--- config.mk ---
export PLATFORM = sky130hd
export DESIGN_NAME = dsp_mac_pipe
export DESIGN_NICKNAME = d
export VERILOG_FILES = /design/src/rtl/dsp_pkg.sv /design/src/rtl/dsp_post_adder.sv /design/src/rtl/dsp_mac_pipe.sv
export SDC_FILE = /design/constraint.sdc
export NUM_CORES = 2
export LEC_CHECK = 0
export BUFFER_PORTS_ARGS = -buffer_cell sky130_fd_sc_hd__buf_2
export CAP_MARGIN = 20
export CORE_UTILIZATION = 45
export CTS_BUF_LIST = sky130_fd_sc_hd__clkbuf_8
export DETAILED_ROUTE_END_ITERATION = 10
export PLACE_DENSITY = 0.61
export SYNTH_ARGS = -nofsm -noshare
export SYNTH_HDL_FRONTEND = slang
export SYNTH_SLANG_ARGS = --single-unit
--- constraint.sdc ---
create_clock -name CLK -period 19.7 [get_ports CLK]
set_input_delay 3.94 -clock CLK [delete_from_list [all_inputs] [get_ports CLK]]
set_output_delay 3.94 -clock CLK [all_outputs]
set_load 0.01 [all_outputs]
--- src/rtl/dsp_pkg.sv ---
// dsp_pkg: shared constants, select encodings and helpers for the dsp_mac_pipe slice
//   OP_*      : bit positions of the per-beat OPMODE fields
//   zsel_e    : post-adder Z operand select
//   xsel_e    : post-adder X operand select
//   ctl_t     : decoded post-adder controls carried down the pipeline
//   sat_limit : signed max/min of a given width, for saturation
package dsp_pkg;

    localparam int OP_POSTSUB = 7;
    localparam int OP_PRESUB  = 6;
    localparam int OP_CSEL    = 5;
    localparam int OP_PREEN   = 4;
    localparam int OP_ZHI     = 3;
    localparam int OP_ZLO     = 2;
    localparam int OP_XHI     = 1;
    localparam int OP_XLO     = 0;

    typedef enum logic [1:0] {
        Z_ZERO = 2'd0,
        Z_PCIN = 2'd1,
        Z_P    = 2'd2,
        Z_C    = 2'd3
    } zsel_e;

    typedef enum logic [1:0] {
        X_ZERO = 2'd0,
        X_M    = 2'd1,
        X_P    = 2'd2,
        X_CAT  = 2'd3
    } xsel_e;

    typedef struct packed {
        logic  sub;
        logic  cin;
        zsel_e zsel;
        xsel_e xsel;
    } ctl_t;

    localparam int                 LIM_W   = 128;
    localparam logic [LIM_W-1:0]   LIM_ONE = {{(LIM_W-1){1'b0}}, 1'b1};

    // Returns the most negative (neg=1) or most positive (neg=0) signed value
    // of width w, zero-extended to LIM_W bits; callers cast down to w.
    function automatic logic [LIM_W-1:0] sat_limit(input int w, input logic neg);
        logic [LIM_W-1:0] msb;
        msb = LIM_ONE << (w - 1);
        return neg ? msb : msb - LIM_ONE;
    endfunction

endpackage

--- src/rtl/dsp_post_adder.sv ---
// dsp_post_adder: combinational Z/X select, add/sub, saturation, overflow and pattern detect
//   ctl        : decoded sub / carry-in / Z select / X select of the beat in stage 2
//   m          : stage-2 product (sign-extended when selected as X)
//   c, pcin    : stage-2 piped C and cascade input
//   p          : current P register (accumulator feedback)
//   cat        : low P_WIDTH bits of {D,A,B}
//   p_next     : post-saturation result
//   carry_next : carry out of the unsigned add, or borrow of the subtract
//   ovf_next   : signed overflow of the P_WIDTH+1-bit sum
//   pat_next   : masked pattern match on p_next
module dsp_post_adder
    import dsp_pkg::*;
#(
    parameter int                 P_WIDTH = 48,
    parameter int                 M_WIDTH = 36,
    parameter int                 SAT     = 0,
    parameter logic [P_WIDTH-1:0] PATTERN = '0,
    parameter logic [P_WIDTH-1:0] MASK    = '0
) (
    input  ctl_t               ctl,
    input  logic [M_WIDTH-1:0] m,
    input  logic [P_WIDTH-1:0] c,
    input  logic [P_WIDTH-1:0] pcin,
    input  logic [P_WIDTH-1:0] p,
    input  logic [P_WIDTH-1:0] cat,
    output logic [P_WIDTH-1:0] p_next,
    output logic               carry_next,
    output logic               ovf_next,
    output logic               pat_next
);

    logic [P_WIDTH-1:0] z, x, m_ext;
    logic [P_WIDTH:0]   cx, usum;
    logic               sgn;

    always_comb begin
        m_ext = P_WIDTH'($signed(m));
        z = ctl.zsel == Z_PCIN ? pcin :
            ctl.zsel == Z_P    ? p    :
            ctl.zsel == Z_C    ? c    : '0;
        x = ctl.xsel == X_M    ? m_ext :
            ctl.xsel == X_P    ? p     :
            ctl.xsel == X_CAT  ? cat   : '0;
        cx = {{P_WIDTH{1'b0}}, ctl.cin};
        usum = ctl.sub ? {1'b0, z} - {1'b0, x} - cx : {1'b0, z} + {1'b0, x} + cx;
        // Bit P_WIDTH of the sign-extended sum differs from the unsigned one only
        // by the two operand sign bits, for both add and subtract.
        sgn = z[P_WIDTH-1] ^ x[P_WIDTH-1] ^ usum[P_WIDTH];
        carry_next = usum[P_WIDTH];
        ovf_next = sgn ^ usum[P_WIDTH-1];
        p_next = (SAT != 0 && ovf_next) ? P_WIDTH'(sat_limit(P_WIDTH, sgn)) : usum[P_WIDTH-1:0];
        pat_next = ((p_next ^ PATTERN) & ~MASK) == '0;
    end

endmodule

--- src/rtl/dsp_mac_pipe.sv ---
// dsp_mac_pipe: 4-stage valid-tagged pre-adder / multiplier / post-adder DSP slice
//   CLK, RSTN      : rising-edge clock, asynchronous active-low reset
//   CE, SCLR       : global clock enable, synchronous clear (wins over CE)
//   IN_VALID       : input beat valid
//   A, B, D, C     : multiplier, pre-adder and post-adder operands
//   PCIN, CARRYIN  : cascade input and post-adder carry
//   OPMODE         : per-beat mode
//   OUT_VALID      : result valid
//   BCOUT, M       : stage-1 pre-adder and stage-2 product registers
//   P, PCOUT       : stage-3 result (PCOUT mirrors P for cascading)
//   CARRYOUT       : registered carry/borrow
//   OVERFLOW       : registered signed overflow of P
//   PATDET         : registered masked pattern match of P
module dsp_mac_pipe
    import dsp_pkg::*;
#(
    parameter int                 A_WIDTH = 18,
    parameter int                 B_WIDTH = 18,
    parameter int                 P_WIDTH = 48,
    parameter int                 SAT     = 0,
    parameter logic [P_WIDTH-1:0] PATTERN = '0,
    parameter logic [P_WIDTH-1:0] MASK    = '0
) (
    input  logic                       CLK,
    input  logic                       RSTN,
    input  logic                       CE,
    input  logic                       SCLR,
    input  logic                       IN_VALID,
    input  logic [A_WIDTH-1:0]         A,
    input  logic [B_WIDTH-1:0]         B,
    input  logic [B_WIDTH-1:0]         D,
    input  logic [P_WIDTH-1:0]         C,
    input  logic [P_WIDTH-1:0]         PCIN,
    input  logic                       CARRYIN,
    input  logic [7:0]                 OPMODE,
    output logic                       OUT_VALID,
    output logic [B_WIDTH-1:0]         BCOUT,
    output logic [A_WIDTH+B_WIDTH-1:0] M,
    output logic [P_WIDTH-1:0]         P,
    output logic [P_WIDTH-1:0]         PCOUT,
    output logic                       CARRYOUT,
    output logic                       OVERFLOW,
    output logic                       PATDET
);

    localparam int M_WIDTH = A_WIDTH + B_WIDTH;

    typedef struct packed {
        logic               v;
        logic [7:0]         op;
        logic               cin;
        logic [A_WIDTH-1:0] a;
        logic [B_WIDTH-1:0] b;
        logic [B_WIDTH-1:0] d;
        logic [P_WIDTH-1:0] c;
        logic [P_WIDTH-1:0] pcin;
    } in_t;

    // After stage 0 only the decoded post-adder controls travel on; A, B and D
    // stay along for the multiplier and the {D,A,B} X operand.
    typedef struct packed {
        logic               v;
        ctl_t               ctl;
        logic [A_WIDTH-1:0] a;
        logic [B_WIDTH-1:0] b;
        logic [B_WIDTH-1:0] d;
        logic [P_WIDTH-1:0] c;
        logic [P_WIDTH-1:0] pcin;
    } pipe_t;

    in_t                s0_q, s0_d;
    pipe_t              s1_q, s1_d, s2_q, s2_d;
    logic [B_WIDTH-1:0] bc_q, bc_d, pre;
    logic [M_WIDTH-1:0] m_q, m_d;
    logic [P_WIDTH-1:0] p_q, p_d, p_next;
    logic               co_q, co_d, co_next;
    logic               ovf_q, ovf_d, ovf_next;
    logic               pat_q, pat_d, pat_next;
    logic               ov_q, ov_d;

    dsp_post_adder #(
        .P_WIDTH (P_WIDTH),
        .M_WIDTH (M_WIDTH),
        .SAT     (SAT),
        .PATTERN (PATTERN),
        .MASK    (MASK)
    ) u_post (
        .ctl        (s2_q.ctl),
        .m          (m_q),
        .c          (s2_q.c),
        .pcin       (s2_q.pcin),
        .p          (p_q),
        .cat        (P_WIDTH'({s2_q.d, s2_q.a, s2_q.b})),
        .p_next     (p_next),
        .carry_next (co_next),
        .ovf_next   (ovf_next),
        .pat_next   (pat_next)
    );

    always_comb begin
        pre = s0_q.op[OP_PREEN] ? (s0_q.op[OP_PRESUB] ? s0_q.d - s0_q.b : s0_q.d + s0_q.b) : s0_q.b;
        s0_d = s0_q;
        s1_d = s1_q;
        s2_d = s2_q;
        bc_d = bc_q;
        m_d = m_q;
        p_d = p_q;
        co_d = co_q;
        ovf_d = ovf_q;
        pat_d = pat_q;
        ov_d = ov_q;
        if (SCLR) begin
            s0_d = '0;
            s1_d = '0;
            s2_d = '0;
            bc_d = '0;
            m_d = '0;
            p_d = '0;
            co_d = 1'b0;
            ovf_d = 1'b0;
            pat_d = 1'b0;
            ov_d = 1'b0;
        end else if (CE) begin
            s0_d = '{v: IN_VALID, op: OPMODE, cin: CARRYIN, a: A, b: B, d: D, c: C, pcin: PCIN};
            s1_d.v = s0_q.v;
            s1_d.ctl.sub = s0_q.op[OP_POSTSUB];
            s1_d.ctl.cin = s0_q.op[OP_CSEL] & s0_q.cin;
            s1_d.ctl.zsel = zsel_e'(s0_q.op[OP_ZHI:OP_ZLO]);
            s1_d.ctl.xsel = xsel_e'(s0_q.op[OP_XHI:OP_XLO]);
            s1_d.a = s0_q.a;
            s1_d.b = s0_q.b;
            s1_d.d = s0_q.d;
            s1_d.c = s0_q.c;
            s1_d.pcin = s0_q.pcin;
            bc_d = pre;
            s2_d = s1_q;
            // Both operands sign-extended to the product width; the low bits of
            // the unsigned product are then the signed product.
            m_d = {{A_WIDTH{bc_q[B_WIDTH-1]}}, bc_q} * {{B_WIDTH{s1_q.a[A_WIDTH-1]}}, s1_q.a};
            ov_d = s2_q.v;
            // Result registers only move on a valid beat so bubbles cannot
            // disturb an accumulation through Z=P or X=P.
            if (s2_q.v) begin
                p_d = p_next;
                co_d = co_next;
                ovf_d = ovf_next;
                pat_d = pat_next;
            end
        end
    end

    always_ff @(posedge CLK or negedge RSTN) begin
        if (!RSTN) begin
            s0_q <= '0;
            s1_q <= '0;
            s2_q <= '0;
            bc_q <= '0;
            m_q <= '0;
            p_q <= '0;
            co_q <= 1'b0;
            ovf_q <= 1'b0;
            pat_q <= 1'b0;
            ov_q <= 1'b0;
        end else begin
            s0_q <= s0_d;
            s1_q <= s1_d;
            s2_q <= s2_d;
            bc_q <= bc_d;
            m_q <= m_d;
            p_q <= p_d;
            co_q <= co_d;
            ovf_q <= ovf_d;
            pat_q <= pat_d;
            ov_q <= ov_d;
        end
    end

    assign OUT_VALID = ov_q;
    assign BCOUT = bc_q;
    assign M = m_q;
    assign P = p_q;
    assign PCOUT = p_q;
    assign CARRYOUT = co_q;
    assign OVERFLOW = ovf_q;
    assign PATDET = pat_q;

endmodule
Word level (Yosys, flattened, before mapping)

Index checks and enable logic that the tools add are counted.

Flip-flop bits (word level): 574
Bits of input ports: 164
Output and inout bits: 154
Logic and storage cells: 89

Add/subtract/negate cells: 6
Multiply operators: 1
Equality and inequality tests: 6
Mux-type cells: 33
Bitwise gates (word level): 4
Reduce and logical (&&, ||, !) cells: 4

Operators by type and width:

| kind               | number |
|---|---|
| $mux 157           | 4 |
| $mux 48            | 9 |
| $mux 160           | 2 |
| $mux 18            | 4 |
| $mux 36            | 2 |
| $add 48x48->49     | 1 |
| $add 49x1->49      | 1 |
| $mux 49            | 1 |
| $sub 48x48->49     | 1 |
| $sub 49x1->49      | 1 |
| $logic_not 48->1   | 1 |
| $mul 18x18->36     | 1 |
| $add 18x18->18     | 1 |
| $sub 18x18->18     | 1 |
| $mux 1             | 11 |
| $eq 2x2->1 const B | 4 |
| $eq 2x1->1 const B | 2 |
| $reduce_bool 2->1  | 2 |
| $xor 1x1->1        | 3 |
| $reduce_and 2->1   | 1 |
| $and 1x1->1        | 1 |

Logic depth before layout (Yosys ltp)

Depth in word-level cells: 12
Gate-level depth with buffers: 30
Gate-level depth less buffers: 28

Cells and area by module

Synthesis repeated with hierarchy kept, for this count alone.

Cells, all modules: 4747
Area total of the unflattened synthesis: 45661.3 um^2

Modules (own cells, without submodules):

| module         | times used | cells an instance | area each (um^2) | seq. area each (um^2) |
|---|---|---|---|---|
| dsp_mac_pipe   | 1          | 3368              | 36012.0          | 14213.6 |
| dsp_post_adder | 1          | 1379              | 9649.3           | 0.0 |

Least setup slack after synthesis

OpenSTA, ideal clock, no wires.

Kind: register to register
Start point: register bc_q[17], in the netlist BCOUT[17]
End point: register m_q[35], in the netlist M[35]
Setup time: 0.094 ns
Data arrival time: 6.912 ns
Data required time: 19.606 ns
Path slack: 12.694 ns
Stages on the path, launching flop included: 29
Path buffers: 2
Period minus slack after synthesis: 7.006 ns
Cells stage by stage: dfrtp_1 -> clkbuf_1 -> clkbuf_1 -> nand2_1 -> fa_1 -> inv_1 -> fa_1 -> inv_1 -> fa_1 -> inv_1 -> fa_1 -> fa_1 -> inv_1 -> fa_1 -> inv_1 -> ha_1 -> a21oi_1 -> o21bai_1 -> a21o_1 -> a21o_1 -> a21o_1 -> a21oi_1 -> o31ai_1 -> and4_1 -> a2111oi_0 -> o21bai_1 -> a21oi_1 -> xnor2_1 -> a211oi_1

Word-level cells in the longest chain between the ends: 3

Ends and longest elaborated chain:

| what                     | line                | RTL |
|---|---|---|
| start: declaration       | dsp_mac_pipe.sv:73  | `logic [B_WIDTH-1:0] bc_q, bc_d, pre;` |
| start signal: assignment | dsp_mac_pipe.sv:157 | `bc_q <= '0;` |
| start signal: assignment | dsp_mac_pipe.sv:168 | `bc_q <= bc_d;` |
| $mul 18x18->36           | dsp_mac_pipe.sv:139 | `m_d = {{A_WIDTH{bc_q[B_WIDTH-1]}}, bc_q} * {{B_WIDTH{s1_q.a[A_WIDTH-1]}}, s1_q.a};` |
| $mux 36                  | dsp_mac_pipe.sv:123 | `end else if (CE) begin` |
| $mux 36                  | dsp_mac_pipe.sv:112 | `if (SCLR) begin` |
| end signal: assignment   | dsp_mac_pipe.sv:169 | `m_q <= m_d;` |
| end: declaration         | dsp_mac_pipe.sv:74  | `logic [M_WIDTH-1:0] m_q, m_d;` |

No other way between the ends. The select of a mux whose other input is x is not followed.
A chain may end at the register's enable or synchronous reset.

Worst setup path in the final report

Start point: register s1_q[136] (netlist bit)
End point: register m_q[35], in the netlist M[35]

Word-level cells in the longest chain between the ends: 3

Ends and longest elaborated chain:

| what                     | line                | RTL |
|---|---|---|
| start: declaration       | dsp_mac_pipe.sv:72  | `pipe_t s1_q, s1_d, s2_q, s2_d;` |
| start signal: assignment | dsp_mac_pipe.sv:155 | `s1_q <= '0;` |
| start signal: assignment | dsp_mac_pipe.sv:166 | `s1_q <= s1_d;` |
| $mul 18x18->36           | dsp_mac_pipe.sv:139 |  |
| $mux 36                  | dsp_mac_pipe.sv:123 |  |
| $mux 36                  | dsp_mac_pipe.sv:112 |  |

No other way between the ends. The select of a mux whose other input is x is not followed.

==> impl_metrics.tcl <==
set metrics [dict create \
    period_share_pct 39.9 \
    fp.dieH_um 318 \
    fin_setup_tns_ns 0 \
    finalMaxSlewViolations 0 \
    die_area_um2 101000 \
    yosys-top-cells-count "nor2_1, dfrtp_1, mux2i_1" \
    timing.rr.end "M[35]" \
    ir_drop_uv 66.9 \
    p_int_w 0.00203 \
    critPathMaxFanout 20 \
    synth_most_common_cell "nor2_1" \
    fmax_ghz 0.127 \
    grtUsageMet3_pct 4.52 \
    ys_types 80 \
    grt_util_met2_pct 40.8 \
    busiest_layer "met2" \
    ys_top_cells_by_area "dfrtp_1, fa_1, mux2i_1" \
    postSynthAreaPerCell_um2 9.61 \
    whs_endpoint "PATDET" \
    clk_pin_slew_worst_paths_ns 0.06 \
    dr.pass1.iters 7 \
    routed_via_density 5.52 \
    cts_tree "done" \
    rsz0062_at_grt "false" \
    cts_buffers 100 \
    clock_latency_ns 0.74 \
    ys.flop_type "dfrtp_1" \
    core_um2 98700 \
    clock_skew_ns 0.0517 \
    wire_per_inst_um 22.0 \
    use_met1_pct 38.8 \
    maxSlewHeadroom_pct 26.3 \
    clockBufferDepth 3 \
    worstHoldPathType "reg2reg" \
    die_x_um 318 \
    antenna_found_initial 6 \
    num_rows 115 \
    async_reset_ff_share_pct 100 \
    synth_seq_area_share_pct 31.6 \
    pwr-share-comb_pct 15.3 \
    final-hold-violation-count 0 \
    track_usage_pct 26.9 \
    r2r_slack_ns 11.84 \
    reg2regPathDepth 23 \
    areaGrowthSynthToFinish_pct 10.1 \
    synth_top_area_share_pct 31.6 \
    drive_above_1_share_pct 12.8 \
    power_density_nw_per_um2 57.9 \
    leakage_nw 26.3 \
    cts.hold.buffers_added 0 \
    cts_sinks 568 \
    tightest_slew_ns 1.11 \
    p_sw_w 0.000843 \
    vias 34311 \
    grt_pass1_wl_um 210000 \
    clkPwrFrac_pct 40.5 \
    cts.repair.resized 0 \
    critPathKind "reg2reg" \
    fin_ws_ns 11.84 \
    drt_wl_total_um 137000 \
    cp.arrival_ns 8.51 \
    grt_overflow 0 \
    finalSetupViolCount 0 \
    htreeDepth 3 \
    min_delay_path_depth 2 \
    maxCapViolations 0 \
    port_buffers 317 \
    seqPwrFrac_pct 44.2 \
    dp_hpwl_um 104000 \
    syn_nets 5432 \
    required_ns 20.35 \
    pre_cts_ws_ns 11.89 \
    pin_count 318 \
    drtIter0Drc 2553 \
    initial_core_util_pct 45.6 \
    seq_area_um2 14200 \
    netlist_area_um2 45000 \
    gp_congestion 0.983 \
    hp-start "PATDET" \
    critPathCaptureType "register" \
    drc 0 \
    postRouteAntennaNets 0 \
    yosys.area.top_type "dfrtp_1" \
    fillerInstances 9207 \
    multiInputGateArea_um2 27600 \
    syn_inst 4684 \
    synth-seq-cells 568 \
    worst_setup_path_start_kind "register" \
    period_needed_ns 7.86 \
    postCtsSetupBuffers 0 \
    grt_max_degree 210 \
    cts_root_buffer "clkbuf_8" \
    status "completed" \
    synth_edf_count 0 \
    final_net_count 5592 \
    timing.rr.start "s1_q[136]" \
    switching_share_pct 29.4 \
    grt_pass1_vias 34115 \
    yosys_warnings 0 \
]
[final cells by class]
class                      instances  share of cell area (%)
clock inverter                    59                   0.939
tap                             1287                    3.25
antenna                            1                 0.00505
timing repair buffer             369                    4.22
clock buffer                     122                    3.39
inverter                         515                    3.90
multi-input combinational       3290                    55.6
sequential                       568                    28.7
[cells by family (layout without fill, tap and decap cells)]
kind of cell             after synthesis  after routing  synth area share (%)
AND/OR/NAND/NOR                     1331           1331                  13.2
buffers and inverters                826           1065                  7.30
AO/OA/AOI/OAI                        627            627                  9.60
multiplexers                         611            611                  13.8
adder cells (fa/ha/maj)              584            584                  21.8
flip-flops                           568            568                  31.6
XOR/XNOR                             137            137                  2.66
other                                  0              1                     0
[critical path, cell delays in order (launching register included)]
cell and delay, ns:
dfrtp_1 0.91, nand2_1 0.19, fa_1 0.54, fa_1 0.51
fa_1 0.52, inv_1 0.06, fa_1 0.49, fa_1 0.49
inv_1 0.05, fa_1 0.48, inv_1 0.06, ha_1 0.31
a21oi_1 0.26, nand2_1 0.09, a21oi_1 0.18, o41ai_1 0.15
o41ai_2 0.68, o31ai_1 0.23, and4_1 0.25, a2111oi_0 0.70
o21bai_1 0.11, a21oi_1 0.19, xnor2_1 0.09, a211oi_1 0.24
[layout by cell type (no fill, tap or decap), types with 10 or more instances in the layout]
| cell | instances |
|---|---|
| a211oi_1 | 36 |
| o21bai_1 | 26 |
| nor2b_1 | 24 |
| o211ai_1 | 12 |
| and3_1 | 11 |
| inv_1 | 550 |
| mux2_2 | 86 |
| nand3_1 | 27 |
| fa_1 | 334 |
| nor2_1 | 652 |
| dfrtp_1 | 563 |
| and2_1 | 166 |
| a22o_1 | 86 |
| xor2_1 | 34 |
| a22oi_1 | 32 |
| or3_1 | 15 |
| xnor2_1 | 103 |
| nand2_1 | 290 |
| ha_1 | 250 |
| buf_2 | 314 |
| a21o_1 | 44 |
| nand4_1 | 21 |
| nor3_1 | 41 |
| o31ai_1 | 16 |
| buf_4 | 47 |
| a31oi_1 | 17 |
| nand2b_1 | 29 |
| clkbuf_8 | 122 |
| o21ai_0 | 104 |
| a21oi_1 | 139 |
| nor4_1 | 10 |
| o21a_1 | 13 |
| mux2i_1 | 524 |
[how the worst max path moves through the flow]
stage	startpoint	endpoint
2_1_floorplan	BCOUT[17]	M[35]
3_3_place_gp	CE	PATDET
3_5_place_dp	CE	PATDET
4_1_cts	s1_q[136]	M[35]
5_1_grt	s1_q[136]	M[35]
6_report	s1_q[136]	M[35]
[power groups by stage]
stage                     registers, W  logic (W)  clock network, W
after floorplan                0.00125   0.000301                 0
after global placement         0.00129   0.000431                 0
after detailed placement       0.00129   0.000436                 0
after CTS                      0.00127   0.000439           0.00119
after global routing           0.00127   0.000488           0.00125
final                          0.00127   0.000439           0.00116
[layer usage]
| layer | share of wire (%) | wire length (um) |
|---|---|---|
| met2 | 44 | 60300 |
| met3 | 6.6 | 9030 |
| met4 | 3.6 | 4930 |
| met5 | 0 | 0 |
| met1 | 46 | 62400 |
[stage by stage]
stage               std cells  instance area, um^2  utilization [%]  hold slack (ns)  power (W)
global route             6211                49600             50.2            0.487    0.00300
finish                   6211                49600             50.2            0.468    0.00287
detailed placement       6026                47300             48.0            0.461    0.00172
floorplan                4684                45000                -            0.480    0.00155
global placement         6026                47300             48.0            0.455    0.00172
CTS                      6207                49500             50.1            0.475    0.00290
[sequential cells by signal, summed over array words and instances, names as in the netlist]
| name | cells |
|---|---|
| s1_q | 151 |
| CARRYOUT | 1 |
| OUT_VALID | 1 |
| PATDET | 1 |
| BCOUT | 18 |
| s2_q | 151 |
| P | 48 |
| OVERFLOW | 1 |
| s0_q | 160 |
| M | 36 |
No activity file was read; power rests on OpenSTA's default activity.
